### config.mk
export PLATFORM = sky130hd
export DESIGN_NAME = reg_bank_ctrl
export DESIGN_NICKNAME = d
export VERILOG_FILES = /design/src/rtl/reg_bank_ctrl.sv
export SDC_FILE = /design/constraint.sdc
export NUM_CORES = 1
export LEC_CHECK = 0
export ABC_AREA = 1
export CORE_MARGIN = 5
export CORE_UTILIZATION = 43
export DETAILED_ROUTE_END_ITERATION = 6
export GPL_ROUTABILITY_DRIVEN = 0
export PLACE_DENSITY = 0.95
export SYNTH_ARGS = -nofsm -noshare
export SYNTH_HDL_FRONTEND = slang
export SYNTH_SLANG_ARGS = --single-unit
### constraint.sdc
create_clock -name clk -period 3.5 [get_ports clk]
set_input_delay 0.525 -clock clk [delete_from_list [all_inputs] [get_ports clk]]
set_output_delay 0.525 -clock clk [all_outputs]
set_load 0.02 [all_outputs]
### src/rtl/reg_bank_ctrl.sv
// Command sequencer in front of the 4x8 register file: accepts write/read/clear
// commands, drives wr/addr/d with correct timing and returns one response per command.
// Optional feature: define REGCTRL_CLEAR_EN to enable the multi-cycle CLEAR command (op 10).
//
// Handshakes: a transfer happens on a rising edge where valid and ready are both high;
// valid is never withdrawn and the payload never changes until that transfer occurs.
module reg_bank_ctrl #(
   parameter int DW = 8,
   parameter int AW = 2
) (
   input  logic          clk,
   input  logic          rst,
   input  logic          cmd_valid,
   output logic          cmd_ready,
   input  logic [1:0]    cmd_op,
   input  logic [AW-1:0] cmd_addr,
   input  logic [DW-1:0] cmd_data,
   output logic          rsp_valid,
   input  logic          rsp_ready,
   output logic [DW-1:0] rsp_data,
   output logic          rsp_err,
   output logic          rf_wr,
   output logic [AW-1:0] rf_addr,
   output logic [DW-1:0] rf_d,
   input  logic [DW-1:0] rf_q,
   output logic          busy,
   output logic [2:0]    state_dbg
);

   localparam logic [2:0] IDLE  = 3'd0;
   localparam logic [2:0] WRITE = 3'd1;
   localparam logic [2:0] READ  = 3'd2;
   localparam logic [2:0] RESP  = 3'd4;
   localparam logic [1:0] OP_WR = 2'b00;
   localparam logic [1:0] OP_RD = 2'b01;
`ifdef REGCTRL_CLEAR_EN
   localparam logic [2:0]    CLEAR     = 3'd3;
   localparam logic [1:0]    OP_CLR    = 2'b10;
   localparam logic [AW-1:0] LAST_ADDR = '1;
`endif

   logic [2:0] state;

   // rf_addr/rf_d double as the captured command fields, so they only move on
   // accept (or while clearing) and otherwise hold their last driven value.
   always_ff @(posedge clk) begin
      if (rst) begin
         state    <= IDLE;
         rsp_data <= '0;
         rsp_err  <= 1'b0;
         rf_addr  <= '0;
         rf_d     <= '0;
      end else begin
         case (state)
            IDLE: begin
               if (cmd_valid) begin
                  case (cmd_op)
                     OP_WR: begin
                        state   <= WRITE;
                        rf_addr <= cmd_addr;
                        rf_d    <= cmd_data;
                     end
                     OP_RD: begin
                        state   <= READ;
                        rf_addr <= cmd_addr;
                     end
`ifdef REGCTRL_CLEAR_EN
                     OP_CLR: begin
                        state   <= CLEAR;
                        rf_addr <= '0;
                        rf_d    <= '0;
                     end
`endif
                     default: begin
                        state    <= RESP;
                        rsp_data <= '0;
                        rsp_err  <= 1'b1;
                     end
                  endcase
               end
            end
            WRITE: begin
               state    <= RESP;
               rsp_data <= rf_d;
               rsp_err  <= 1'b0;
            end
            READ: begin
               state    <= RESP;
               rsp_data <= rf_q;
               rsp_err  <= 1'b0;
            end
`ifdef REGCTRL_CLEAR_EN
            CLEAR: begin
               // Stop at the last register without wrapping so rf_addr keeps its final value.
               if (rf_addr == LAST_ADDR) begin
                  state    <= RESP;
                  rsp_data <= '0;
                  rsp_err  <= 1'b0;
               end else begin
                  rf_addr <= rf_addr + AW'(1);
               end
            end
`endif
            RESP: begin
               if (rsp_ready) state <= IDLE;
            end
            default: state <= IDLE;
         endcase
      end
   end

   assign cmd_ready = (state == IDLE);
   assign busy      = (state != IDLE);
   assign rsp_valid = (state == RESP);
   assign state_dbg = state;
`ifdef REGCTRL_CLEAR_EN
   assign rf_wr = (state == WRITE) || (state == CLEAR);
`else
   assign rf_wr = (state == WRITE);
`endif

endmodule

==> results of run 1 <==
## kinds of logic after synthesis
logic type | Yosys count | share of synthesized area
AND/OR/NAND/NOR | 94 | 0.422
AO/OA/AOI/OAI | 13 | 0.0631
flip-flops | 22 | 0.427
buffers and inverters | 21 | 0.0874
## how the worst max path moves through the flow
stage                               from              endpoint  slack [ns]  cells after the start
6_report       state_dbg[0]$_SDFFE_PP0P_                 rf_wr        1.07                      3
2_1_floorplan  state_dbg[2]$_SDFFE_PP0P_             cmd_ready        1.87                      4
5_1_grt        state_dbg[0]$_SDFFE_PP0P_                 rf_wr        0.98                      3
3_3_place_gp                   cmd_op[1]  rf_d[0]$_SDFFE_PP0P_        1.49                      5
3_5_place_dp                   cmd_op[1]  rf_d[7]$_SDFFE_PP0P_        1.33                      5
4_1_cts        state_dbg[0]$_SDFFE_PP0P_                 rf_wr        1.08                      3
## placed cells by master, fill, tap and decap left out
| cell type | n |
|---|---|
| sky130_fd_sc_hd__nor2_1 | 25 |
| sky130_fd_sc_hd__nor2_4 | 1 |
| sky130_fd_sc_hd__clkbuf_8 | 1 |
| sky130_fd_sc_hd__inv_2 | 3 |
| sky130_fd_sc_hd__nand2_1 | 52 |
| sky130_fd_sc_hd__o21ai_0 | 2 |
| sky130_fd_sc_hd__nand3_4 | 1 |
| sky130_fd_sc_hd__nor3_4 | 1 |
| sky130_fd_sc_hd__dfxtp_1 | 22 |
| sky130_fd_sc_hd__nor3_2 | 1 |
| sky130_fd_sc_hd__nand4_1 | 9 |
| sky130_fd_sc_hd__clkdlybuf4s50_1 | 49 |
| sky130_fd_sc_hd__inv_1 | 13 |
| sky130_fd_sc_hd__nand3_2 | 3 |
| sky130_fd_sc_hd__nand3_1 | 1 |
| sky130_fd_sc_hd__clkbuf_4 | 3 |
| sky130_fd_sc_hd__a21oi_1 | 11 |
| sky130_fd_sc_hd__clkinv_1 | 1 |
## per-stage QoR
stage                     setup WS [ns]   util
after global routing              0.976  0.695
after global placement             1.49  0.679
after floorplan                    1.87      -
after detailed placement           1.33  0.679
after CTS                          1.08  0.695
final                              1.07  0.695
## critical path, stage by stage, from the launching register on
cell and delay, ns:
sky130_fd_sc_hd__dfxtp_1 0.49, sky130_fd_sc_hd__inv_2 0.10, sky130_fd_sc_hd__nor3_4 0.30, sky130_fd_sc_hd__clkdlybuf4s50_1 0.71
## where the power goes
part	switching (mW)	internal, mW
logic	0.112	0.0933
clock network	0.0762	0.0635
registers	0.0156	0.271
## final cells by class
class / instances / area [µm²] / share of cell area
Clock buffer: 4 / 36.3 / 0.0232
Inverter: 17 / 63.8 / 0.0407
Multi-Input combinational cell: 107 / 500 / 0.319
Sequential cell: 22 / 440 / 0.281
Tap cell: 28 / 35.0 / 0.0224
Timing Repair Buffer: 49 / 490 / 0.313
## registers in the layout, summed over array words and instances, names as in the netlist
| name | cells |
|---|---|
| rf_addr | 2 |
| rf_d | 8 |
| rsp_data | 8 |
| rsp_err | 1 |
| state_dbg | 3 |
## layer usage
layer	vias to the layer above	GRT usage	wire [µm]
met5	-	0	0
met1	514	0.213	1170
li1	568	-	-
met2	56	0.331	1570
met3	17	0.0351	223
met4	0	0.113	157
==> summary.txt, run 1 <==
Floorplanning
  – Rows: 17
  – Number of top-level pins: 50
  – Initial standard-cell utilization of the core: 0.457
  – Die Outline Area: 0.00348 mm²
  – Die boundary width: 59.0 µm
  – Die extent in y: 59.0 µm
  – Core ar.: 0.00225 mm²

Clock tree
  – Worst skew pair latency: 0.30 ns
  – Hold Buf Count CTS: 0
  – Buffer levels on the longest clock path: 2
  – Number of sinks on the clock net: 22
  – Clock tree from TritonCTS: built
  – Clock-pin slew of the registers on the worst-case setup and hold paths: 0.12 ns
  – PostCTS Resize Cnt: 0
  – Number of buffers added for setup after CTS: 0
  – Clock root buffer master: sky130_fd_sc_hd__clkbuf_4
  – Number of buffers created by CTS: 3
  – CTS H-tree depth: 1

Final layout
  – Post-route cell area: 0.00157 mm²
  – Final antenna diode count: 0
  – Share of layout cells above drive strength 1: 0.0704
  – Filler cell count in the final layout: 195
  – Nets@finish: 224
  – Layout overhead on the synthesized area: 51.9%
  – Number of non-filler instances in the completed layout: 227

Route
  – Initial DRC Count: 30
  – DR WL/cell: 13.7 µm
  – Detailed Route WL: 3120 µm
  – DRC Markers: 0
  – Vias per cell: 5.09
  – Number of iterations in the first detailed-routing pass: 4
  – Number of antenna-violating nets in the routed design: 0
  – Total via count after detailed routing: 1155

Synthesis
  – Count of cell types in the netlist: 18
  – Library cell occupying the most area in the post-synthesis netlist: sky130_fd_sc_hd__dfxtp_1
  – Fraction of post-synthesis cell area in the top cell type by area: 0.427
  – Count leader, synth: sky130_fd_sc_hd__nand2_1
  – Total nets after synthesis: 174
  – Register area share after synthesis: 0.427
  – Asr flop ratio synth: 0
  – Dominant cells by area after synthesis: sky130_fd_sc_hd__dfxtp_1, sky130_fd_sc_hd__nand2_1, sky130_fd_sc_hd__nor2_1, sky130_fd_sc_hd__nand4_1, sky130_fd_sc_hd__a21oi_1
  – Post-Syn Area: 0.00103 mm²
  – Commonest cells in the synthesized netlist: sky130_fd_sc_hd__nand2_1, sky130_fd_sc_hd__nor2_1, sky130_fd_sc_hd__dfxtp_1
  – Number of synthesized register bits: 22
  – Top FF cell, synth: sky130_fd_sc_hd__dfxtp_1
  – Number of instances in the synthesized netlist: 150
  – Syn avg cell area: 6.87 µm²
  – Number of flops mapped to enable cells by yosys: 0
  – Count of yosys warnings during synthesis: 0

Timing
  – Setup repair after global routing missed its margin: false
  – Max-Slew Margin vs Limit: 0.566
  – Final critical-path share of the clock period: 0.693
  – Max Clock Skew: 0.00139 ns
  – Number of slew-limit violations in the final report: 0
  – Crit path time final: 2.43 ns
  – Setup TNS: 0 ns
  – Maximum achievable frequency: 0.412 GHz
  – Number of hold violations in the final report: 0
  – Transition time of the tightest slew-check pin: 0.649 ns
  – # setup viols final: 0
  – Worst hold margin: 0.493 ns

Setup path
  – Worst Setup Start Kind: flip-flop
  – Path depth of the worst reg2reg path: 6
  – Crit. End Element: output port
  – Required time of the critical path: 2.97 ns
  – Reg-to-reg setup timing slack: 2.04 ns
  – Capture point of the worst reg-to-reg path: rf_d[3]$_SDFFE_PP0P_
  – Crit-path max FO: 9
  – Critical path start-end classification: flip-flop to output port
  – Worst flop-to-flop path startpoint: state_dbg[2]$_SDFFE_PP0P_
  – CP arrival: 1.90 ns

Global routing
  – Pin count of the biggest net entering global routing: 19
  – Global route total overflow: 0
  – Overall track demand over capacity in global routing: 0.190
  – First-pass GRT wire length: 5060 µm
  – Antenna violations before repair: 0
  – Number of global-route vias before repair: 1130

Power and ir drop
  – IR drop worst, VDD: 0.249 mV
  – Pleak: 0.670 nW
  – Total power after layout: 0.632 mW
  – Power per standard cell area: 404 mW/mm²

Outcome
  – Outcome: complete, no violations

Min path
  – Cells on Worst Hold Path: 2
  – Class of the most critical hold timing path: flip-flop to flip-flop
  – Startpoint of the most critical hold path: rf_d[5]$_SDFFE_PP0P_
  – Endpoint of the worst hold path: rf_d[5]$_SDFFE_PP0P_

Placement
  – Number of port buffers: 49
  – Placed cell area: 0.00153 mm²
  – HPWL after detailed placement: 2380 µm
  – Dpl cells: 223

Flow run
  – Maxcap violations: 0
Note: power is estimated with default switching activity, not from simulation.
==> run 2: changes to the inputs <==
- CORE_ASPECT_RATIO: unset -> 2
- CORE_UTILIZATION: 43 -> 39
- PLACE_DENSITY: 0.95 -> 0.89
- clock period: 3.5 -> 2.3 ns (I/O delays scaled with it)
==> run 2 against run 1 <==
  * Clock power is 61% higher
  * Total power increased by 54%
  * Highest routed layer unchanged
  * Core utilization shrank 6.7 points
  * Global-route usage fell by 3.3 points
  * Wire length decreased by 12%
  * Critical path depth unchanged
  * Clock-buffer cell count is 1 lower
  * Clock skew grew 0.0016 ns
  * Largest power group unchanged
==> summary.txt, run 2 (synthesis gave the netlist of run 1 again) <==
Outcome
  – Outcome: complete, no violations (unchanged)

Floorplanning
  – Die extent in y: 82.7 µm (was 59.0 µm)
  – Rows: 26 (was 17)
  – Number of top-level pins: 50 (unchanged)
  – Die Outline Area: 0.00383 mm² (was 0.00348 mm²)
  – Die boundary width: 46.4 µm (was 59.0 µm)
  – Core ar.: 0.00254 mm² (was 0.00225 mm²)
  – Initial standard-cell utilization of the core: 0.406 (was 0.457)

Route
  – Detailed Route WL: 2730 µm (was 3120 µm)
  – Total via count after detailed routing: 1093 (was 1155)
  – Vias per cell: 4.77 (was 5.09)
  – Number of iterations in the first detailed-routing pass: 4 (unchanged)
  – DR WL/cell: 11.9 µm (was 13.7 µm)
  – Initial DRC Count: 24 (was 30)
  – Number of antenna-violating nets in the routed design: 0 (unchanged)
  – DRC Markers: 0 (unchanged)

Timing
  – Setup repair after global routing missed its margin: false (unchanged)
  – Max Clock Skew: 0.00300 ns (was 0.00139 ns)
  – Final critical-path share of the clock period: 0.941
  – Number of hold violations in the final report: 0 (unchanged)
  – Number of slew-limit violations in the final report: 0 (unchanged)
  – Crit path time final: 2.16 ns
  – Max-Slew Margin vs Limit: 0.657 (was 0.566)
  – # setup viols final: 0 (unchanged)
  – Transition time of the tightest slew-check pin: 0.512 ns (was 0.649 ns)
  – Maximum achievable frequency: 0.462 GHz
  – Setup TNS: 0 ns (unchanged)

Clock tree
  – Clock-pin slew of the registers on the worst-case setup and hold paths: 0.07 ns (was 0.12 ns)
  – Clock root buffer master: sky130_fd_sc_hd__clkbuf_8 (was sky130_fd_sc_hd__clkbuf_4)
  – Worst skew pair latency: 0.25 ns (was 0.30 ns)
  – Number of buffers created by CTS: 3 (unchanged)
  – Buffer levels on the longest clock path: 2 (unchanged)
  – Hold Buf Count CTS: 0 (unchanged)
  – Clock tree from TritonCTS: built (unchanged)
  – PostCTS Resize Cnt: 0 (unchanged)
  – Number of buffers added for setup after CTS: 0 (unchanged)
  – Number of sinks on the clock net: 22 (unchanged)
  – CTS H-tree depth: 1 (unchanged)

Min path
  – Endpoint of the worst hold path: rsp_err$_SDFFE_PP0P_ (was rf_d[5]$_SDFFE_PP0P_)
  – Cells on Worst Hold Path: 2 (unchanged)
  – Startpoint of the most critical hold path: rsp_err$_SDFFE_PP0P_ (was rf_d[5]$_SDFFE_PP0P_)
  – Class of the most critical hold timing path: flip-flop to flip-flop (unchanged)

Setup path
  – CP arrival: 1.82 ns (was 1.90 ns)
  – Crit-path max FO: 9 (unchanged)
  – Worst flop-to-flop path startpoint: state_dbg[1]$_SDFFE_PP0P_ (was state_dbg[2]$_SDFFE_PP0P_)
  – Capture point of the worst reg-to-reg path: rsp_data[5]$_SDFFE_PP0P_ (was rf_d[3]$_SDFFE_PP0P_)
  – Critical path start-end classification: flip-flop to output port (unchanged)
  – Required time of the critical path: 1.96 ns (was 2.97 ns)
  – Crit. End Element: output port (unchanged)
  – Reg-to-reg setup timing slack: 0.91 ns (was 2.04 ns)
  – Path depth of the worst reg2reg path: 6 (unchanged)
  – Worst Setup Start Kind: flip-flop (unchanged)
  – Start point of the critical path: state_dbg[0]$_SDFFE_PP0P_ (unchanged)

Global routing
  – Antenna violations before repair: 0 (unchanged)
  – Pin count of the biggest net entering global routing: 19 (unchanged)
  – Global route total overflow: 0 (unchanged)
  – First-pass GRT wire length: 4470 µm (was 5060 µm)
  – Overall track demand over capacity in global routing: 0.157 (was 0.190)
  – Number of global-route vias before repair: 1055 (was 1130)

Power and ir drop
  – Power per standard cell area: 609 mW/mm² (was 404 mW/mm²)
  – Pleak: 0.686 nW (was 0.670 nW)
  – IR drop worst, VDD: 0.443 mV (was 0.249 mV)
  – Total power after layout: 0.971 mW (was 0.632 mW)

Final layout
  – Leading cell type in the layout, fill and taps excluded: sky130_fd_sc_hd__nand2_1 (unchanged)
  – Nets@finish: 227 (was 224)
  – Share of layout cells above drive strength 1: 0.0796 (was 0.0704)
  – Layout overhead on the synthesized area: 54.6% (was 51.9%)
  – Most used cells in the layout excluding fill and tap cells: sky130_fd_sc_hd__nand2_1, sky130_fd_sc_hd__clkdlybuf4s50_1, sky130_fd_sc_hd__nor2_1 (unchanged)
  – Final antenna diode count: 0 (unchanged)

Placement
  – HPWL after detailed placement: 2210 µm (was 2380 µm)
  – Number of port buffers: 49 (unchanged)

Flow run
  – Maxcap violations: 0 (unchanged)
-- run 2: worst max path at each step --
| stage | endpoint | slack (ns) | depth (start not counted) |
|---|---|---|---|
| finish | rf_wr | 0.14 | 3 |
| global route | rf_wr | 0.07 | 3 |
| CTS | rf_wr | 0.14 | 3 |
| detailed placement | rf_wr | 0.43 | 3 |
| global placement | rf_wr | 0.48 | 3 |
| floorplan | cmd_ready | 0.85 | 4 |
-- run 2: layer usage --
metal	wire length (µm)	vias up	track usage	part of all wire
met2	1620	33	0.312	0.59
li1	-	571	-	-
met3	137	4	0.0152	0.050
met4	46	0	0.0712	0.017
met1	930	485	0.147	0.34
met5	0	-	0	0
-- run 2: metrics by stage --
stage | worst slack (ns) | instance area [µm²] | hold slack (ns) | std cells | util
3_5_place_dp | 0.431 | 1550 | 0.456 | 226 | 0.612
2_1_floorplan | 0.847 | 1030 | 0.414 | 150 | -
3_3_place_gp | 0.476 | 1550 | 0.458 | 226 | 0.612
6_report | 0.136 | 1590 | 0.468 | 229 | 0.628
5_1_grt | 0.0664 | 1590 | 0.478 | 229 | 0.628
4_1_cts | 0.141 | 1590 | 0.469 | 229 | 0.628
-- run 2: critical path, cell delays in order (launching register included) --
cell and delay [ns]:
sky130_fd_sc_hd__dfxtp_1 0.48, sky130_fd_sc_hd__inv_2 0.09, sky130_fd_sc_hd__nor3_4 0.31, sky130_fd_sc_hd__clkdlybuf4s50_1 0.68
-- run 2: power by group --
part           internal [mW]  switching, mW
clock                  0.116          0.110
sequential             0.413         0.0223
combinational          0.145          0.165
-- run 2: cell type report --
cell class	count	area, µm²
fillers	224	943
repair buffers	52	513
multi-input cells	107	500
flip-flops and latches	22	440
inverters	17	63.8
clock buffers	3	41.3
well taps	28	35.0
==> run 3: changes to the inputs <==
- PLACE_DENSITY: 0.89 -> unset
- PLACE_DENSITY_LB_ADDON: unset -> 0.2
- SLEW_MARGIN: unset -> 0
==> run 3 against run 2 <==
  * Non-clock buffer count decreased by 1
  * Flip-flop and latch count unchanged
  * Critical path depth unchanged
  * Die area unchanged
  * Clock power increased by 2%
  * Hold slack improved by 0.00087 ns
  * First-iteration DRC count increased by 4.2%
  * Critical endpoint unchanged
==> summary.txt, run 3 (synthesis gave the netlist of run 1 again) <==
Outcome
  – Outcome: complete, no violations (unchanged)

Route
  – Detailed Route WL: 2700 µm (was 2730 µm)
  – Vias per cell: 4.79 (was 4.77)
  – DRC Markers: 0 (unchanged)
  – Total via count after detailed routing: 1093 (unchanged)
  – Number of antenna-violating nets in the routed design: 0 (unchanged)
  – Initial DRC Count: 25 (was 24)
  – DR WL/cell: 11.9 µm (about the same)
  – Number of iterations in the first detailed-routing pass: 4 (unchanged)

Power and ir drop
  – Internal Pwr Total: 0.674 mW (was 0.675 mW)
  – IR drop worst, VDD: 0.375 mV (was 0.443 mV)
  – Sequential share of power: 0.448 (about the same)
  – Power per standard cell area: 614 mW/mm² (was 609 mW/mm²)
  – Portion of total power attributed to combinational logic: 0.316 (was 0.319)
  – Net switching power of the design: 0.300 mW (was 0.297 mW)
  – Fraction of power spent switching nets: 0.308 (was 0.305)
  – Clock share of power: 0.236 (was 0.233)
  – Pleak: 0.680 nW (was 0.686 nW)

Floorplanning
  – Die extent in y: 82.7 µm (unchanged)
  – Rows: 26 (unchanged)
  – Core ar.: 0.00254 mm² (unchanged)
  – Number of top-level pins: 50 (unchanged)
  – Initial standard-cell utilization of the core: 0.406 (unchanged)
  – Die Outline Area: 0.00383 mm² (unchanged)
  – Die boundary width: 46.4 µm (unchanged)

Placement
  – Dpl cells: 225 (was 226)
  – HPWL after detailed placement: 2190 µm (was 2210 µm)
  – Number of port buffers: 49 (unchanged)

Timing
  – Number of hold violations in the final report: 0 (unchanged)
  – # setup viols final: 0 (unchanged)
  – Setup repair after global routing missed its margin: false (unchanged)
  – Setup TNS: 0 ns (unchanged)
  – Transition time of the tightest slew-check pin: 0.577 ns (was 0.512 ns)
  – Final critical-path share of the clock period: 0.933 (was 0.941)
  – Max-Slew Margin vs Limit: 0.614 (was 0.657)
  – Number of slew-limit violations in the final report: 0 (unchanged)
  – Crit path time final: 2.15 ns (was 2.16 ns)
  – Maximum achievable frequency: 0.466 GHz (was 0.462 GHz)
  – Max Clock Skew: 0.00182 ns (was 0.00300 ns)

Clock tree
  – Hold Buf Count CTS: 0 (unchanged)
  – Number of buffers created by CTS: 3 (unchanged)
  – Clock-pin slew of the registers on the worst-case setup and hold paths: 0.07 ns (about the same)
  – PostCTS Resize Cnt: 0 (unchanged)
  – Clock tree from TritonCTS: built (unchanged)
  – Number of buffers added for setup after CTS: 0 (unchanged)
  – Worst skew pair latency: 0.26 ns (was 0.25 ns)
  – Clock root buffer master: sky130_fd_sc_hd__clkbuf_8 (unchanged)
  – CTS H-tree depth: 1 (unchanged)
  – Buffer levels on the longest clock path: 2 (unchanged)
  – Number of sinks on the clock net: 22 (unchanged)

Final layout
  – Area of all sequential standard cells: 440 µm² (unchanged)
  – Filler cell count in the final layout: 251 (was 224)
  – Area occupied by multi-input gates: 500 µm² (unchanged)
  – Leading cell type in the layout, fill and taps excluded: sky130_fd_sc_hd__nand2_1 (unchanged)
  – Layout overhead on the synthesized area: 53.9% (was 54.6%)
  – Utilization after layout: 0.625 (was 0.628)
  – Most used cells in the layout excluding fill and tap cells: sky130_fd_sc_hd__nand2_1, sky130_fd_sc_hd__clkdlybuf4s50_1, sky130_fd_sc_hd__nor2_1 (unchanged)
  – Number of non-filler instances in the completed layout: 228 (was 229)
  – Share of layout cells above drive strength 1: 0.0750 (was 0.0796)
  – Final antenna diode count: 0 (unchanged)
  – Nets@finish: 226 (was 227)

Setup path
  – CP arrival: 1.80 ns (was 1.82 ns)
  – Highest cell delay on the worst timing path: 0.68 ns (about the same)
  – Slowest stage cell on the critical path: sky130_fd_sc_hd__clkdlybuf4s50_1 (unchanged)
  – Crit-path max FO: 9 (unchanged)
  – Worst-path cell chain: inv_2 -> nor3_4 -> clkdlybuf4s50_1 (unchanged)
  – Crit. End Element: output port (unchanged)
  – Critical path start-end classification: flip-flop to output port (unchanged)
  – Largest delay share family, worst path: buffers and inverters (unchanged)
  – Required time of the critical path: 1.96 ns (about the same)
  – Worst Setup Start Kind: flip-flop (unchanged)
  – Worst Path Buf+Inv: 2 (unchanged)

Min path
  – Class of the most critical hold timing path: flip-flop to flip-flop (unchanged)

Global routing
  – First-pass GRT wire length: 4360 µm (was 4470 µm)
  – Antenna violations before repair: 0 (unchanged)
  – Global route total overflow: 0 (unchanged)
  – Pin count of the biggest net entering global routing: 19 (unchanged)
  – Overall track demand over capacity in global routing: 0.153 (was 0.157)
  – Number of global-route vias before repair: 1078 (was 1055)

Flow run
  – Maxcap violations: 0 (unchanged)
-- run 3: final timing paths --
path | startpoint | end | slack, ns | cells past startpoint
worst max-delay path | state_dbg[0]$_SDFFE_PP0P_ | rf_wr | 0.15 | 3
worst min-delay path | rsp_err$_SDFFE_PP0P_ | rsp_err$_SDFFE_PP0P_ | 0.47 | 2
worst max register to register | state_dbg[2]$_SDFFE_PP0P_ | rf_d[1]$_SDFFE_PP0P_ | 0.93 | 6
worst min register to register | rsp_err$_SDFFE_PP0P_ | rsp_err$_SDFFE_PP0P_ | 0.47 | 2
-- run 3: tightest hold or removal path, cell delays in order (launching register included) --
cell	delay [ns]
sky130_fd_sc_hd__dfxtp_1	0.31
sky130_fd_sc_hd__nand2_1	0.06
sky130_fd_sc_hd__a21oi_1	0.05
-- run 3: cell type report --
type,instances,area share
Inverter,17,0.0402
Multi-Input combinational cell,107,0.315
Clock buffer,3,0.0260
Tap cell,28,0.0221
Timing Repair Buffer,51,0.319
Sequential cell,22,0.278
-- run 3: per-stage QoR --
stage	worst slack [ns]	power, mW	hold WS, ns	instance area, µm²
after floorplan	0.847	0.618	0.414	1030
after global placement	0.482	0.748	0.455	1550
after detailed placement	0.434	0.754	0.461	1550
after CTS	0.144	0.986	0.475	1590
after global routing	0.0507	1.04	0.501	1590
final	0.154	0.974	0.469	1590
-- run 3: routing by layer --
metal  track usage  share of wire  vias to the layer above  routed length (µm)
met2         0.289           0.55                       34                1490
li1              -              -                      571                   -
met1         0.151           0.37                      482                1010
met4        0.0655          0.019                        0                  52
met5             0              0                        -                   0
met3        0.0282          0.055                        6                 149
-- run 3: power by group through the flow --
stage / sequential, mW / combinational (mW) / clock (mW)
2_1_floorplan: 0.482 / 0.135 / 0
3_3_place_gp: 0.443 / 0.304 / 0
3_5_place_dp: 0.446 / 0.308 / 0
4_1_cts: 0.437 / 0.310 / 0.240
5_1_grt: 0.441 / 0.337 / 0.261
6_report: 0.436 / 0.307 / 0.230
